File: config.mk
export PLATFORM = sky130hd
export DESIGN_NAME = qos_egress_arbiter
export DESIGN_NICKNAME = d
export VERILOG_FILES = /design/src/rtl/qos_pkg.sv /design/src/rtl/rr_arbiter_4.sv /design/src/rtl/qos_egress_arbiter.sv
export SDC_FILE = /design/constraint.sdc
export NUM_CORES = 1
export LEC_CHECK = 0
export ABC_CLOCK_PERIOD_IN_PS = 2700
export BUFFER_PORTS_ARGS = -buffer_cell sky130_fd_sc_hd__buf_4
export CORE_MARGIN = 2
export CORE_UTILIZATION = 48
export CTS_CLUSTER_SIZE = 24
export DETAILED_ROUTE_END_ITERATION = 10
export PLACE_DENSITY = 0.74
export SLEW_MARGIN = 25
export SYNTH_ARGS = -nofsm -noshare
export SYNTH_HDL_FRONTEND = slang
export SYNTH_SLANG_ARGS = --single-unit
File: constraint.sdc
create_clock -name clk -period 2.7 [get_ports clk]
set_input_delay 0.54 -clock clk [delete_from_list [all_inputs] [get_ports clk]]
set_output_delay 0.54 -clock clk [all_outputs]
set_load 0.05 [all_outputs]
File: src/rtl/qos_pkg.sv
// Shared constants and types for the QoS egress merge stage.
// The class field sits at word bits [11:10]; the counters are 5-bit saturating.
package qos_pkg;

  localparam int DATA_W    = 12;
  localparam int NUM_CLASS = 4;
  localparam int CNT_W     = 5;
  localparam int IDX_TOTAL = 4;
  localparam int CLS_HI    = 11;
  localparam int CLS_LO    = 10;

  typedef logic [DATA_W-1:0] word_t;
  typedef logic [CNT_W-1:0]  cnt_t;

  localparam cnt_t CNT_MAX = '1;

  // Word popped last cycle; its FIFO dataout is valid in this cycle.
  typedef struct packed {
    logic       vld;
    logic [1:0] cls;
  } meta_t;

  function automatic cnt_t sat_inc(input cnt_t c);
    return (c == CNT_MAX) ? c : c + cnt_t'(1);
  endfunction

  function automatic logic [1:0] oh2idx(input logic [3:0] oh);
    logic [1:0] r;
    r = '0;
    for (int i = 0; i < 4; i++)
      if (oh[i]) r = 2'(i);
    return r;
  endfunction

endpackage

File: src/rtl/rr_arbiter_4.sv
// 4-way arbiter: combinational one-hot grant; the pointer moves past the winner when upd_en is high.
// Zero latency, no backpressure of its own. With QOS_STRICT_PRIO_EN defined, the lowest index always wins.
module rr_arbiter_4 (
  input  logic       clk,
  input  logic       reset,
  input  logic [3:0] request,
  input  logic       upd_en,
  output logic [3:0] grant
);

`ifdef QOS_STRICT_PRIO_EN
  logic unused_ok;
  assign unused_ok = &{1'b0, clk, reset, upd_en};

  always_comb begin
    grant = '0;
    for (int i = 3; i >= 0; i--)
      if (request[i]) grant = 4'(1) << i;
  end
`else
  logic [1:0] rr_ptr;
  logic [1:0] gnt_idx;
  logic [1:0] cand;

  // Walk from the farthest offset down to 0, so the offset closest to rr_ptr is applied last and wins.
  always_comb begin
    grant   = '0;
    gnt_idx = rr_ptr;
    cand    = '0;
    for (int k = 3; k >= 0; k--) begin
      cand = rr_ptr + 2'(k);
      if (request[cand]) begin
        grant   = 4'(1) << cand;
        gnt_idx = cand;
      end
    end
  end

  always_ff @(posedge clk or negedge reset) begin
    if (!reset)
      rr_ptr <= '0;
    else if (upd_en && |grant)
      rr_ptr <= gnt_idx + 2'd1;
  end
`endif

endmodule

File: src/rtl/qos_egress_arbiter.sv
// Merges FIFOs P0..P3 onto one registered stream. The pop-to-out_valid latency is 2 cycles. Pops stop in the cycle out_almost_full is high.
// A word already in flight still completes. Per-class and total counters are read back over req/idx. QOS_STRICT_PRIO_EN selects strict priority.
module qos_egress_arbiter
  import qos_pkg::*;
(
  input  logic              clk,
  input  logic              reset,
  input  logic              active_in,
  input  logic              init,
  input  logic [3:0]        fifo_empty,
  input  logic [DATA_W-1:0] fifo_dataout0,
  input  logic [DATA_W-1:0] fifo_dataout1,
  input  logic [DATA_W-1:0] fifo_dataout2,
  input  logic [DATA_W-1:0] fifo_dataout3,
  output logic [3:0]        pop,
  input  logic              out_almost_full,
  output logic [DATA_W-1:0] out_data,
  output logic              out_valid,
  input  logic              req,
  input  logic [2:0]        idx,
  output logic              cnt_valid,
  output logic [CNT_W-1:0]  cnt_data
);

  logic [3:0] eligible;
  logic [3:0] grant;
  meta_t      inflight;
  word_t      sel_word;
  cnt_t       cnt [NUM_CLASS];
  cnt_t       cnt_total;
  cnt_t       rd_sel;

  // reset is folded in so that pop drops at the moment reset asserts.
  assign eligible = ~fifo_empty & {4{active_in & ~out_almost_full & reset}};

  rr_arbiter_4 u_arb (
    .clk     (clk),
    .reset   (reset),
    .request (eligible),
    .upd_en  (|eligible),
    .grant   (grant)
  );

  assign pop = grant;

  always_ff @(posedge clk or negedge reset) begin
    if (!reset) begin
      inflight <= '0;
    end else begin
      inflight.vld <= |pop;
      inflight.cls <= oh2idx(pop);
    end
  end

  always_comb begin
    sel_word = fifo_dataout0;
    case (inflight.cls)
      2'd0: sel_word = fifo_dataout0;
      2'd1: sel_word = fifo_dataout1;
      2'd2: sel_word = fifo_dataout2;
      2'd3: sel_word = fifo_dataout3;
      default: sel_word = fifo_dataout0;
    endcase
  end

  always_ff @(posedge clk or negedge reset) begin
    if (!reset) begin
      out_data  <= '0;
      out_valid <= 1'b0;
    end else begin
      out_valid <= inflight.vld;
      if (inflight.vld)
        out_data <= sel_word;
    end
  end

  // Counters track the class field of the delivered word. init takes priority over an increment.
  always_ff @(posedge clk or negedge reset) begin
    if (!reset) begin
      for (int i = 0; i < NUM_CLASS; i++) cnt[i] <= '0;
      cnt_total <= '0;
    end else if (init) begin
      for (int i = 0; i < NUM_CLASS; i++) cnt[i] <= '0;
      cnt_total <= '0;
    end else if (out_valid) begin
      cnt[out_data[CLS_HI:CLS_LO]] <= sat_inc(cnt[out_data[CLS_HI:CLS_LO]]);
      cnt_total                    <= sat_inc(cnt_total);
    end
  end

  always_comb begin
    rd_sel = '0;
    case (idx)
      3'd0, 3'd1, 3'd2, 3'd3: rd_sel = cnt[idx[1:0]];
      3'(IDX_TOTAL):          rd_sel = cnt_total;
      default:                rd_sel = '0;
    endcase
  end

  always_ff @(posedge clk or negedge reset) begin
    if (!reset) begin
      cnt_valid <= 1'b0;
      cnt_data  <= '0;
    end else begin
      cnt_valid <= req;
      cnt_data  <= req ? rd_sel : '0;
    end
  end

endmodule

After elaboration in Yosys (flattened, before gate mapping)
Cells that the tools add are included.
- add/subtract/negate cells: 6
- $mul: 0
- div/mod/pow operators: 0
- magnitude comparators: 7
- equality and inequality tests: 10
- shift-type cells: 4
- multiplexer cells: 37
- bitwise gates (word level): 7
- reductions and logical operators: 9
- operators with widths (kind ; number):
    5-bit 2-to-1 mux ; 10
    12-bit one-hot mux with 4 select lines ; 1
    20-bit 2-to-1 mux ; 2
    5-bit binary-select mux with 2-bit select ; 2
    20-bit bitwise mux ; 1
    4-bit 2-to-1 mux ; 4
    1-bit by 2-bit << shifter with 4-bit output (first input constant) ; 4
    2-bit by 3-bit less-than comparator with 1-bit output (second input constant) ; 4
    2-bit 2-to-1 mux ; 6
    4-bit OR reduction ; 3
    5-bit by 1-bit adder with 5-bit output (second input constant) ; 2
    5-bit demux with 2-bit select ; 1
    5-bit == test (second input constant) ; 2
    5-bit one-hot mux with 2 select lines ; 1
    1-bit binary-select mux with 2-bit select ; 4
    3-bit by 2-bit == test with 1-bit output (second input constant) ; 2
    3-bit >= comparator (second input constant) ; 2
    2-bit NOT with 3-bit output ; 2
    1-bit 2-to-1 mux ; 5
    2-bit by 1-bit adder with 2-bit output (second input constant) ; 2
    2-bit adder (second input constant) ; 2
    4-bit AND ; 1
    2-bit == test (second input constant) ; 2
    4-bit NOT ; 1
    12 further kinds ; 14
- register bits: 49
- bits in latches: 0
- RAM bits: 0
- ROM bits: 0
- input bits: 61
- output and inout port bits: 23
- word-level logic and storage cells: 92
- memories kept: 0

Depth between registers and ports, before layout
- depth in word-level cells: 13
- depth in mapped cells: 9

By module
From an unflattened synthesis, not the netlist that was laid out.
- cells, all modules: 269
- area, all modules: 3121.7 µm²
- by module, submodules not included (module ; times used ; cells each ; area an instance (µm²) ; seq. area each (µm²)):
    qos_egress_arbiter ; 1 ; 188 ; 2482.4 ; 1176.1
    rr_arbiter_4 ; 1 ; 81 ; 639.4 ; 50.0

Worst setup path before layout
Ideal clock, no wire load.
- kind: flip-flop to flip-flop
- start point: register u_arb.rr_ptr[1]
- end point: register u_arb.rr_ptr[0]
- data arrival time: 2.841 ns
- data required time: 2.575 ns
- slack: -0.266 ns
- cell stages (with the launch flop): 10
- path buffers: 1
- period minus slack after synthesis: 2.966 ns
- path through: dfrtp_1 > buf_2 > inv_1 > ha_1 > mux4_2 > nand3b_1 > a211oi_2 > a21oi_2 > nand3_2 > mux2_4
- longest elaborated chain between the ends: 9
- elaborated cells between the ends (all ways): 26
- ends and longest elaborated chain (element ; RTL line ; text):
    from (decl) ; rr_arbiter_4.sv:21 ; logic [1:0] rr_ptr;
    from (signal assigned) ; rr_arbiter_4.sv:43 ; rr_ptr <= gnt_idx + 2'd1;
    2-bit adder ; rr_arbiter_4.sv:31 ; cand = rr_ptr + 2'(k);
    1-bit binary-select mux with 2-bit select ; rr_arbiter_4.sv:32 ; if (request[cand]) begin
    1-bit 2-to-1 mux (not written as such) ; rr_arbiter_4.sv:32 ;
    4-bit 2-to-1 mux (3 in a row) ; rr_arbiter_4.sv:32 ;
    4-bit 2-to-1 mux (*) ; rr_arbiter_4.sv:32 ;
    net pop[3] ; qos_egress_arbiter.sv:15 ; output logic [3:0] pop,
    4-bit OR reduction (*) ; rr_arbiter_4.sv:42 ; else if (upd_en && |grant)
    1-bit logical AND (*) ; rr_arbiter_4.sv:42 ;
Mark *: on every way through the listed nets, which the timed path passes. The rest lies on a longest branch. The select of a mux whose other input is x is not followed.
A chain may end at the register's enable or synchronous reset.

Worst setup path in the final report
- start point: register u_arb.rr_ptr[0]
- end point: output pop[0]
- longest elaborated chain between the ends: 7
- elaborated cells between the ends (all ways): 19
- ends and longest elaborated chain (element ; RTL line):
    2-bit adder ; rr_arbiter_4.sv:31
    1-bit binary-select mux with 2-bit select ; rr_arbiter_4.sv:32
    1-bit 2-to-1 mux (not written as such) ; rr_arbiter_4.sv:32
    4-bit 2-to-1 mux (3 in a row) ; rr_arbiter_4.sv:32
    4-bit 2-to-1 mux (*) ; rr_arbiter_4.sv:32
    to (decl) ; qos_egress_arbiter.sv:15
Every way passes the cells marked *; elsewhere a longest branch is shown, timed or not. The select of a mux whose other input is x is not followed.

==> impl_metrics.toml <==
[detailed_routing]
ant_nets = 0
dr.pass1.iters = 4
viasPerCell = 5.597
vias = 2373
finalWirelength_mm = 6.888
drt_iter0_drc = 153
routed-wl-met2_mm = 3.739
met1Wirelength_mm = 2.710
drcViolationCount = 0
wl_per_cell_microns = 16.25
route.met3.wl_microns = 329
topRoutingLayerUsed = "met4"

[final_layout]
stdcell_count = 424
layout_commonest_cell = "buf_4"
multiInputGateArea_sq_mm = 0.001764
fin_util_pct = 64.66
drive_gt1_share_pct = 48.70
register_area_sq_mm = 0.001226
nFillCells = 499
nets = 418
insertedDiodeCount = 0
layout_common_cells = "buf_4, dfrtp_1, nor2_1"
area_growth_pct = 32.23

[place]
port_buffers = 83
dpl.cell_count = 405
place_congestion = 0.8044
dpl.hpwl_mm = 5.132

[cts]
cts_tree = "done"
cts-htree-levels = 2
clk_latency_ps = 300
cts_max_path_buffers = 2
path_clk_slew_ps = 90
root_buffer = "clkbuf_8"
cts_hold_buf = 0
cts_made_buffers = 5
cts_sinks = 49

[pwr]
seqPwrFrac_pct = 30.6
power.share.switching_pct = 42.17
clock_power_share_pct = 11.4
powerDensity_mw_per_mm2 = 933.5
ir_worst_vdd_mv = 0.6412
netSwitchingPower_w = 0.001588
p_leak_nw = 1.818
combPwrFrac_pct = 58.0
p_int_w = 0.002178

[sta]
drv_slew = 0
worstMarginPinSlew_ps = 731.3
period_share_pct = 104.4
slew_headroom_pct = 51.25
period_minus_slack_ps = 2818
clock.fmax_ghz = 0.3549
setup_viol = 3
rsz0062_at_grt = "yes"
hold-worst-slack_ps = 352.7
fin_worst_skew_ps = 9.665
hold_viol_final = 0
setup_ws_ps = -117.5

[floorplanning]
die_h_microns = 83.74
io-pin-count = 84
num_rows = 29
core-area_sq_mm = 0.006241
start_util_pct = 48.90
fp.dieArea_sq_mm = 0.007012
die_w_microns = 83.74

[hold_path]
hold_class = "in -> async"

[worst_setup_path]
r2r_slack_ps = 150
end_kind = "output port"
startpoint_type = "flop"
critPathArrivalTime_ps = 2280
path_class = "reg -> out"
worstPathMaxFanout = 4
cp.required_ps = 2160

[flow_run]
cap_violations = 0

[synth]
synthArstFlopShare_pct = 100.0
synth_edf_count = 0
synthesis.nets = 323
ys_types = 45
yosysWarnings = 0
ys_ff_latch = 49
synth_area_sq_mm = 0.003052
ys.flop_type = "dfrtp_1"
seq_area_frac_synth_pct = 40.18
syn_avg_cell_area_sq_um = 12.16
synthCells = 251

[outcome]
outcome = "finished with violations"
violations = "negative setup slack"

[global_route]
grt_remaining_overflow = 0
grt_max_degree = 50
antenna_found_initial = 0
grt_pass1_vias = 2420
grt_util_all_layers_pct = 20.39
grt_pass1_wl_mm = 11.43
## power by group through the flow
stage | combinational, W | clock (W) | sequential, W
after floorplan | 0.00119 | 0 | 0.00141
after CTS | 0.00212 | 0.000436 | 0.00116
after global routing | 0.00233 | 0.000472 | 0.00119
final | 0.00218 | 0.000430 | 0.00115
after detailed placement | 0.00201 | 0 | 0.00117
after global placement | 0.00197 | 0 | 0.00116
## state kept, by name (all words and copies together) (netlist names)
signal / cells
cnt: 20
cnt_data: 5
cnt_total: 5
cnt_valid: 1
inflight: 3
out_data: 12
out_valid: 1
u_arb.rr_ptr: 2
## area by class of cell
| class | count | area share (%) |
|---|---|---|
| timing repair buffer | 104 | 20.40 |
| clock buffer | 6 | 1.798 |
| tap | 77 | 2.388 |
| clock inverter | 2 | 0.3721 |
| multi-input combinational | 178 | 43.72 |
| sequential | 49 | 30.39 |
| inverter | 8 | 0.9302 |
## synthesized netlist by cell type (7+ instances only)
master    number  area [sq um]
inv_1          8         30.03
ha_1          11         137.6
mux2i_1        9         90.09
dfrtp_1       49          1226
nor2_1        32         120.1
a211oi_1      16         120.1
mux2_2        15         168.9
clkbuf_1       7         26.28
mux4_2        26         585.6
nand2_1        7         26.28
## per-layer routing
metal,vias to the layer above,global-route usage [%]
li1,1122,-
met1,1179,25.18
met2,62,35.56
met3,10,4.352
met4,0,6.891
met5,-,0
## stage by stage
step / setup TNS, ps / instance area, sq um / power, W / worst slack, ps
floorplan: -83.21 / 3082 / 0.002604 / -53.77
global placement: 0 / 3816 / 0.003130 / 39.30
detailed placement: 0 / 3816 / 0.003180 / 10.47
CTS: -215.1 / 3994 / 0.003709 / -100.9
global route: -547.0 / 4035 / 0.003991 / -199.7
finish: -227.3 / 4035 / 0.003767 / -117.5
## timing repair
item                       in CTS  in global routing
resized for setup              11                  2
setup endpoints to repair       4                  4
pin swaps                       3                  2
setup buffers                   7                  4
## worst paths after layout
kind,start,end,cells past startpoint
setup / recovery,u_arb.rr_ptr[0]$_DFFE_PN0P_,pop[0],8
hold / removal,reset,cnt_total[2]$_DFFE_PN0P_,2
setup reg to reg,u_arb.rr_ptr[1]$_DFFE_PN0P_,u_arb.rr_ptr[0]$_DFFE_PN0P_,9
hold reg to reg,out_data[7]$_DFFE_PN0P_,out_data[7]$_DFFE_PN0P_,1
max in group asynchronous,reset,out_data[11]$_DFFE_PN0P_,2
min in group clk,req,cnt_valid$_DFF_PN0_,1
## cell families after synthesis
logic type	after synthesis	share of synthesized area (%)
compound gates	43	10.87
flops	49	40.18
mux	51	28.17
buf+inv	24	3.280
xor+xnor	7	2.009
simple gates	66	10.99
fa+ha+maj	11	4.510
## critical path: stages, from the launching register on
cell and delay, ps:
dfrtp_1 420, inv_2 70, ha_4 280, mux4_2 320, nor2b_4 180, a221oi_1 100, or3_4 390, clkinvlp_4 80
buf_8 130
(Power assumes the default switching activity.)
